`src/rtl/reg_scoreboard_if.sv`:
```
// Issue/retire/query bundle between the ID stage and the register write scoreboard.
interface reg_scoreboard_if;
  logic       issue_valid;
  logic [2:0] issue_rd;
  logic       issue_wb_en;
  logic       retire_valid;
  logic [2:0] retire_rd;
  logic       flush;
  logic       drain_req;
  logic [2:0] rs1;
  logic [2:0] rs2;
  logic [7:0] busy;
  logic       stall;
  logic       drain_done;
  logic       err;

  modport master (
    output issue_valid, issue_rd, issue_wb_en, retire_valid, retire_rd,
           flush, drain_req, rs1, rs2,
    input  busy, stall, drain_done, err
  );

  modport slave (
    input  issue_valid, issue_rd, issue_wb_en, retire_valid, retire_rd,
           flush, drain_req, rs1, rs2,
    output busy, stall, drain_done, err
  );
endinterface

```
`src/rtl/reg_scoreboard.sv`:
```
// Per-register pending-write counters for registers 1..7, with RAW stall
// generation and a RUN/DRAIN/DONE sequencer for emptying outstanding writes.
module reg_scoreboard #(
    parameter int unsigned CNT_W = 2
) (
    input logic            clk,
    input logic            rst,
    reg_scoreboard_if.slave sb
);

    typedef enum logic [1:0] {RUN, DRAIN, DONE} state_t;

    localparam logic [CNT_W-1:0] CNT_MAX = '1;

    state_t           state, state_nx;
    logic [CNT_W-1:0] cnt [1:7];
    logic [7:0]       busy;
    logic [7:0]       inc_vec;
    logic [7:0]       dec_vec;
    logic             stall;
    logic             err_q;
    logic             all_zero;

    always_comb begin
        busy = '0;
        for (int unsigned i = 1; i < 8; i++) begin
            busy[i] = (cnt[i] != '0);
        end
    end

    assign all_zero = (busy[7:1] == 7'd0);

    always_comb begin
        stall = ((sb.rs1 != 3'd0) && busy[sb.rs1]) ||
                ((sb.rs2 != 3'd0) && busy[sb.rs2]) ||
                (state == DRAIN);
    end

    // One-hot increment/decrement requests; bit 0 is always masked off.
    always_comb begin
        inc_vec = '0;
        dec_vec = '0;
        if (sb.issue_valid && sb.issue_wb_en && (sb.issue_rd != 3'd0) && !stall)
            inc_vec = 8'b1 << sb.issue_rd;
        if (sb.retire_valid && (sb.retire_rd != 3'd0))
            dec_vec = 8'b1 << sb.retire_rd;
    end

    always_ff @(posedge clk or posedge rst) begin
        if (rst) begin
            for (int unsigned i = 1; i < 8; i++) cnt[i] <= '0;
            err_q <= 1'b0;
        end else if (sb.flush) begin
            for (int unsigned i = 1; i < 8; i++) cnt[i] <= '0;
        end else begin
            for (int unsigned i = 1; i < 8; i++) begin
                if (inc_vec[i] && !dec_vec[i]) begin
                    if (cnt[i] == CNT_MAX) err_q   <= 1'b1;
                    else                   cnt[i] <= cnt[i] + CNT_W'(1);
                end else if (dec_vec[i] && !inc_vec[i]) begin
                    if (cnt[i] == '0) err_q   <= 1'b1;
                    else              cnt[i] <= cnt[i] - CNT_W'(1);
                end
            end
        end
    end

    always_ff @(posedge clk or posedge rst) begin
        if (rst) state <= RUN;
        else     state <= state_nx;
    end

    always_comb begin
        state_nx = state;
        case (state)
            RUN:     if (sb.drain_req) state_nx = DRAIN;
            DRAIN:   if (all_zero || sb.flush) state_nx = DONE;
            DONE:    state_nx = RUN;
            default: state_nx = RUN;
        endcase
    end

    assign sb.busy       = busy;
    assign sb.stall      = stall;
    assign sb.drain_done = (state == DONE);
    assign sb.err        = err_q;

endmodule
```
`src/flat_wrapper.sv`:
```
// flat-port wrapper written by rule: the top's interface ports become plain ports
module reg_scoreboard_flat 
#(
    parameter int unsigned CNT_W = 2
)
  (clk, rst, sb_issue_valid, sb_issue_rd, sb_issue_wb_en, sb_retire_valid, sb_retire_rd, sb_flush, sb_drain_req, sb_rs1, sb_rs2, sb_busy, sb_stall, sb_drain_done, sb_err);
  reg_scoreboard_if sb_i ();
  input logic clk;
  input logic rst;
  input wire logic [$bits(sb_i.issue_valid)-1:0] sb_issue_valid;
  input wire logic [$bits(sb_i.issue_rd)-1:0] sb_issue_rd;
  input wire logic [$bits(sb_i.issue_wb_en)-1:0] sb_issue_wb_en;
  input wire logic [$bits(sb_i.retire_valid)-1:0] sb_retire_valid;
  input wire logic [$bits(sb_i.retire_rd)-1:0] sb_retire_rd;
  input wire logic [$bits(sb_i.flush)-1:0] sb_flush;
  input wire logic [$bits(sb_i.drain_req)-1:0] sb_drain_req;
  input wire logic [$bits(sb_i.rs1)-1:0] sb_rs1;
  input wire logic [$bits(sb_i.rs2)-1:0] sb_rs2;
  output wire logic [$bits(sb_i.busy)-1:0] sb_busy;
  output wire logic [$bits(sb_i.stall)-1:0] sb_stall;
  output wire logic [$bits(sb_i.drain_done)-1:0] sb_drain_done;
  output wire logic [$bits(sb_i.err)-1:0] sb_err;
  assign sb_i.issue_valid = sb_issue_valid;
  assign sb_i.issue_rd = sb_issue_rd;
  assign sb_i.issue_wb_en = sb_issue_wb_en;
  assign sb_i.retire_valid = sb_retire_valid;
  assign sb_i.retire_rd = sb_retire_rd;
  assign sb_i.flush = sb_flush;
  assign sb_i.drain_req = sb_drain_req;
  assign sb_i.rs1 = sb_rs1;
  assign sb_i.rs2 = sb_rs2;
  assign sb_busy = sb_i.busy;
  assign sb_stall = sb_i.stall;
  assign sb_drain_done = sb_i.drain_done;
  assign sb_err = sb_i.err;
  reg_scoreboard #(.CNT_W(CNT_W)) u_core (.clk(clk), .rst(rst), .sb(sb_i));
endmodule
```
`config.mk`:
```
export PLATFORM = sky130hd
export DESIGN_NAME = reg_scoreboard_flat
export DESIGN_NICKNAME = d
export VERILOG_FILES = /design/src/rtl/reg_scoreboard_if.sv /design/src/rtl/reg_scoreboard.sv /design/src/flat_wrapper.sv
export SDC_FILE = /design/constraint.sdc
export NUM_CORES = 1
export LEC_CHECK = 0
export ABC_AREA = 1
export BUFFER_PORTS_ARGS = -buffer_cell sky130_fd_sc_hd__buf_2
export CAP_MARGIN = 30
export CORE_MARGIN = 8
export CORE_UTILIZATION = 60
export CTS_CLUSTER_SIZE = 8
export DETAILED_ROUTE_END_ITERATION = 10
export MAX_ROUTING_LAYER = met4
export PLACE_DENSITY = 0.85
export SYNTH_ARGS = -nofsm -noshare
export SYNTH_HDL_FRONTEND = slang
export SYNTH_SLANG_ARGS = --single-unit
export TNS_END_PERCENT = 20
```
`constraint.sdc`:
```
create_clock -name clk -period 4.6 [get_ports clk]
set_input_delay 0.46 -clock clk [delete_from_list [all_inputs] [get_ports clk]]
set_output_delay 0.46 -clock clk [all_outputs]
set_load 0.02 [all_outputs]
```
Yosys cells after proc, flatten, opt, wreduce, memory -nomap -nowiden --
Cells that the tools add are included. Widths: inputs -> output; s select.
Word-level totals: output and inout port bits 11, bits in registers 17, memories kept 0, input bits 19, RAM bits 0, memory bits (read-only) 0, latch bits 0, word-level logic and storage cells 192
Operators by class: shift-type cells 2, div/mod/pow operators 0, bitwise logic cells 0, reduce and logical (&&, ||, !) cells 73, muxes and demuxes 67, equal/unequal tests 25, $lt $le $gt $ge 2, add/subtract/negate cells 14, multiply operators 0
Operator list (count):
- $mux 2 | 30
- $reduce_bool 3->1 | 11
- $mux 1 | 31
- $ne 3x2->1 const B | 7
- $ne 3x3->1 const B | 7
- $reduce_and 3->1 | 7
- $logic_and 1x1->1 | 20
- $eq 2x2->1 const B | 8
- $logic_not 2->1 | 8
- $mux 8 | 2
- $shl 1x3->8 const A | 2
- $logic_not 1->1 | 15
- $add 2x1->2 const B | 7
- $mux 14 | 1
- $reduce_bool 2->1 | 7
- $sub 2x1->2 const B | 7
- $lt 3x4->1 const B | 2
- $logic_not 7->1 | 1
- $bmux 1 s3 | 2
- $ne 2x2->1 const B | 2
- $pmux 2 s2 | 1
- $logic_or 1x1->1 | 3
- $eq 2x1->1 const B | 1
- $reduce_and 2->1 | 1

Depth between registers and ports, before layout --
depth after elaboration 32, gate-level depth with buffers 18, depth with buffers taken out 18

Least setup slack after synthesis --
Ideal clock, no wire load.
path type flip-flop to flip-flop, from register u_core.cnt[2] (netlist name), to register u_core.err_q (netlist: u_core.sb.err), data arrival time 1768 ps, data required time 4482 ps, period minus slack after synthesis 1886 ps, slack 2714 ps, cell stages (with the launch flop) 17, setup time 118 ps, path buffers 0, path through dfrtp_1 inv_1 nand2_1 nand2_1 nand3_1 nand2_1 nand3_2 nor2_4 nand2_4 inv_2 nand4_1 nand2_1 nand2_1 nor2_1 nand2_1 nand2_1 nand2_1
Between the ends: cells in the longest elaborated chain, start to end 32, elaborated cells on any way between the ends 62
RTL lines:
- start, declared | RTL line reg_scoreboard.sv:16 | logic [CNT_W-1:0] cnt [1:7];
- start signal, assigned by index | RTL line reg_scoreboard.sv:59 | else cnt[i] <= cnt[i] + CNT_W'(1);
- start signal, assigned by index | RTL line reg_scoreboard.sv:62 | else cnt[i] <= cnt[i] - CNT_W'(1);
- $reduce_bool 2->1 (*) | RTL line reg_scoreboard.sv:27 | busy[i] = (cnt[i] != '0);
- named net sb_busy[6] | RTL line flat_wrapper.sv:19 | output wire logic [$bits(sb_i.busy)-1:0] sb_busy;
- $bmux 1 s3, on equally long branches | RTL line reg_scoreboard.sv:34, reg_scoreboard.sv:35
- $mux 1, on equally long branches | RTL line reg_scoreboard.sv:34, reg_scoreboard.sv:35
- $logic_and 1x1->1, on equally long branches | RTL line reg_scoreboard.sv:34, reg_scoreboard.sv:35
- $logic_or 1x1->1 (*) | RTL line reg_scoreboard.sv:34 | stall = ((sb.rs1 != 3'd0) && busy[sb.rs1]) ||
- $logic_or 1x1->1 (*) | RTL line reg_scoreboard.sv:35 | ((sb.rs2 != 3'd0) && busy[sb.rs2]) ||
- $logic_not 1->1 (*) | RTL line reg_scoreboard.sv:43 | if (sb.issue_valid && sb.issue_wb_en && (sb.issue_rd != 3'd0) && !stall)
- (+17 left out)
- $mux 1 | RTL line reg_scoreboard.sv:60 | end else if (dec_vec[i] && !inc_vec[i]) begin
- $mux 1 | RTL line reg_scoreboard.sv:57 | if (inc_vec[i] && !dec_vec[i]) begin
- $mux 1 | RTL line reg_scoreboard.sv:61 | if (cnt[i] == '0) err_q <= 1'b1;
- $mux 1 | RTL line reg_scoreboard.sv:60
- $mux 1 | RTL line reg_scoreboard.sv:57
- $mux 1 | RTL line reg_scoreboard.sv:61
- $mux 1 | RTL line reg_scoreboard.sv:60
- $mux 1 (*) | RTL line reg_scoreboard.sv:57
- end signal, assigned | RTL line reg_scoreboard.sv:52 | err_q <= 1'b0;
- end signal, assigned | RTL line reg_scoreboard.sv:58 | if (cnt[i] == CNT_MAX) err_q <= 1'b1;
- end signal, assigned | RTL line reg_scoreboard.sv:61
- end, declared | RTL line reg_scoreboard.sv:21 | logic err_q;
Mark *: on every way through the listed nets, which the timed path passes. The rest lies on a longest branch. The select of a mux whose other input is x is not followed. A chain may end at the register's enable or synchronous reset.

Worst setup path after layout --
from register u_core.cnt[0] (netlist name), to output sb_stall
Between the ends: cells in the longest elaborated chain, start to end 6, elaborated cells on any way between the ends 9
RTL lines:
- $reduce_bool 2->1 (*) | RTL line reg_scoreboard.sv:27
- $bmux 1 s3, on equally long branches | RTL line reg_scoreboard.sv:34, reg_scoreboard.sv:35
- $mux 1, on equally long branches | RTL line reg_scoreboard.sv:34, reg_scoreboard.sv:35
- $logic_and 1x1->1, on equally long branches | RTL line reg_scoreboard.sv:34, reg_scoreboard.sv:35
- $logic_or 1x1->1 (*) | RTL line reg_scoreboard.sv:34
- $logic_or 1x1->1 (*) | RTL line reg_scoreboard.sv:35
- end, declared | RTL line flat_wrapper.sv:20 | output wire logic [$bits(sb_i.stall)-1:0] sb_stall;
Mark *: on every way between the ends. The rest lies on a longest branch, timed or not. The select of a mux whose other input is x is not followed.

==> Implementation_results.wiki <==
{| class="wikitable"
! Metric !! Value
|-
| DRT iter0 DRCs || 133
|-
| Ratio of cells with drive above 1 in the final layout || 17.29%
|-
| Unique masters post-synth || 30
|-
| Post_cts resized || 0
|-
| Via-to-Cell Ratio || 5.265
|-
| Maximum number of pins on one net before global-route repair || 18
|-
| Final number of hold-violating endpoints || 0
|-
| Clock-pin slew on the worst setup and hold paths || 0.10 ns
|-
| Latest clock arrival within the worst-skew pair || 0.30 ns
|-
| GRT Total Usage || 18.54%
|-
| Synth Net Count || 284
|-
| Floorplan core area || 2500 um2
|-
| Async S/R FF share, synth || 100.0%
|-
| Status || completed
|-
| Cells along the critical path || nor2_2, inv_2, nand2_2, nand3_1, nand2_1, nand3_2, nor2_4, inv_1, buf_2
|-
| Antenna violations before repair || 0
|-
| Unrepaired setup endpoints after global routing || no
|-
| Transition time at the pin with the least slew margin || 0.6743 ns
|-
| Gate family responsible for the most delay along the worst path || simple AND/OR/NAND/NOR gates
|-
| Slowest stage cell, crit path || sky130_fd_sc_hd__dfrtp_1
|-
| Count of flip-flops with a built-in enable after synthesis || 0
|-
| Estimated wirelength of the detail-placed design || 3033 um
|-
| Count of max-cap constraint violations || 0
|-
| Most used flip-flop cell after synthesis || sky130_fd_sc_hd__dfrtp_1
|-
| Number of sinks driven by the clock tree || 17
|-
| Cell type contributing the most total cell area after synthesis || sky130_fd_sc_hd__dfrtp_1
|-
| Yosys Warn Count || 0
|-
| XOR/XNOR Fraction of Synth Area || 2.212%
|-
| FP Rows || 18
|-
| Critical Setup Path Class || reg -> out
|-
| Worst path bufs/invs || 3
|-
| Largest fanout on the critical path || 9
|-
| Share of synthesized cell area in and, or, nand and nor gates || 48.66%
|-
| Placed cell area || 1747 um2
|-
| Syn avg cell area || 5.977 um2
|-
| Total CTS buffers || 3
|-
| Horizontal die dimension || 67.38 um
|-
| First-pass detailed-route iteration total || 4
|-
| Post-synthesis to final-layout area growth || 11.93%
|-
| Total Nets Final || 315
|-
| Nature of the critical path startpoint || register
|-
| Largest vdd supply drop || 365.6 uV
|-
| Initial core utilization || 63.36%
|-
| RePlAce Congestion || 0.8796
|-
| Main area contributors after synthesis || sky130_fd_sc_hd__dfrtp_1 (27%), sky130_fd_sc_hd__nand2_1 (16%), sky130_fd_sc_hd__nor2_1 (11%)
|-
| Part of the cycle the worst path needs || 50.82%
|-
| Number of buffers added on ports || 28
|-
| Main combinational cell family by area after synthesis || simple AND/OR/NAND/NOR gates
|-
| Number of inserted diodes || 0
|-
| Post-Syn Area || 1584 um2
|-
| Drt drc || 0
|-
| Endpoint required time on the critical path || 4.14 ns
|-
| Slew margin rel. || 55.00%
|-
| Area share of the largest cell type after synthesis || 26.86%
|-
| TritonCTS clock tree || built
|-
| Most frequent cells after synthesis || sky130_fd_sc_hd__nand2_1 (68), sky130_fd_sc_hd__nor2_1 (45), sky130_fd_sc_hd__inv_1 (40)
|-
| Via count || 1,711
|-
| Die span in y || 67.38 um
|-
| Post-CTS Setup Bufs || 0
|-
| LEAKAGE || 0.0009409 uW
|-
| Minimum setup slack among reg-to-reg paths || 2.42 ns
|-
| Class of the worst hold path || in -> async
|-
| Final setup TNS || 0 ns
|-
| Remaining global-route overflow || 0
|-
| Mux share of post-synthesis cell area || 0%
|-
| Global-route wire length before repair || 6472 um
|-
| Sequential element share of the synthesized area || 26.86%
|-
| Type of element capturing the critical path || primary output
|-
| Final Instance Area || 1773 um2
|-
| Remaining antenna violation count after routing || 0
|-
| Slew Limit Fails || 0
|-
| Die Area || 4540 um2
|-
| Critical path data arrival time || 1.88 ns
|-
| H-tree depth || 1
|-
| Fin Clk Skew || 0.002501 ns
|-
| Maximum clock insertion buffer count || 2
|-
| Routed length per placed instance || 11.83 um
|-
| Buffer cell driving the clock tree root || sky130_fd_sc_hd__clkbuf_4
|-
| Adder and majority cell fraction of the synthesized area || 0%
|-
| Total power density per cell area || 296.5 nW/um2
|-
| Register bit total from synthesis || 17
|-
| Maximum clock rate || 427.8 MHz
|-
| Sum of routed wire length over all layers || 3845 um
|-
| Number of buffers added to fix hold violations after cts || 0
|-
| Via count of the first global-routing pass || 1,562
|-
| Delay of the slowest cell on the worst path || 0.43 ns
|-
| Post-layout min period || 2.338 ns
|-
| Number of failing setup endpoints in the final timing report || 0
|-
| Count leader, synth || sky130_fd_sc_hd__nand2_1
|-
| Number of top-level pins || 30
|-
| Count of mapped cells out of synthesis || 265
|-
| Compound-cell area share of the yosys netlist || 10.58%
|}
## metrics by stage
stage | std cells | total power [uW] | hold slack, ns | utilization, % | setup slack, ns
after floorplan | 265 | 377.7 | 0.3861 | - | 2.714
after global placement | 321 | 439.9 | 0.4927 | 69.87 | 2.492
after detailed placement | 321 | 442.8 | 0.4900 | 69.87 | 2.448
after CTS | 325 | 526.7 | 0.2732 | 70.92 | 2.272
after global routing | 325 | 566.0 | 0.3143 | 70.92 | 2.135
final | 325 | 525.7 | 0.2407 | 70.92 | 2.262
## cell usage in the layout (no fill, tap or decap), types with 2 or more instances in the layout
cell                       count
sky130_fd_sc_hd__nand3_1      27
sky130_fd_sc_hd__inv_1        40
sky130_fd_sc_hd__nand4_1      11
sky130_fd_sc_hd__nor2_4        4
sky130_fd_sc_hd__nand2_2       3
sky130_fd_sc_hd__a21oi_1       9
sky130_fd_sc_hd__buf_2        28
sky130_fd_sc_hd__o21ai_0       7
sky130_fd_sc_hd__xnor2_1       3
sky130_fd_sc_hd__o21a_1        2
sky130_fd_sc_hd__inv_2         2
sky130_fd_sc_hd__clkbuf_4      3
sky130_fd_sc_hd__nand2_1      68
sky130_fd_sc_hd__nor2_1       45
sky130_fd_sc_hd__nor2_2        5
sky130_fd_sc_hd__dfrtp_1      17
sky130_fd_sc_hd__nor3_1        4
sky130_fd_sc_hd__o21ai_1       3
## layout make-up
type | count | area [um2]
inverter | 44 | 166.4
fill | 232 | 726.9
sequential | 17 | 425.4
multi-input combinational | 202 | 977.2
clock buffer | 4 | 26.28
timing repair buffer | 28 | 140.1
tap | 30 | 37.54
## path summary, 6_finish.rpt
kind                                           startpoint                           to  cells after the start
worst max-delay path            u_core.cnt[0]$_DFFE_PP0P_                     sb_stall                      9
worst min-delay path                                  rst    u_core.cnt[7]$_DFFE_PP0P_                      2
worst max register to register  u_core.cnt[0]$_DFFE_PP0P_    u_core.sb.err$_DFFE_PP0N_                     16
worst min register to register  u_core.sb.err$_DFFE_PP0N_    u_core.sb.err$_DFFE_PP0N_                      2
max in group asynchronous                             rst  u_core.state[0]$_DFFE_PP0P_                      2
min in group clk                             sb_drain_req  u_core.state[0]$_DFFE_PP0P_                      2
## layer usage
layer  up-vias  share of wire, %  GRT usage (%)
met5         -                 0              -
met4         0               1.6          7.572
met3         7               7.3          2.649
met2        49                47          30.35
met1       747                44          22.35
li1        908                 -              -
## cells by family after synthesis
logic type | after synthesis
other | 1
AOI/OAI and AO/OA | 27
DFF | 17
xor gates and xnor gates | 4
and+or+nand+nor | 170
buffers and inverters | 46
## flip-flops by register name (all words and copies together), names as in the netlist
register and count:
u_core.cnt 14, u_core.sb.err 1, u_core.state 2
## power breakdown
group,total [uW],switching (uW),leakage [uW],internal [uW]
sequential,195,19.4,0.000217,176
clock,84.2,50.4,0.0000150,33.8
combinational,246,167,0.000709,79.4
(Power assumes the default switching activity.)
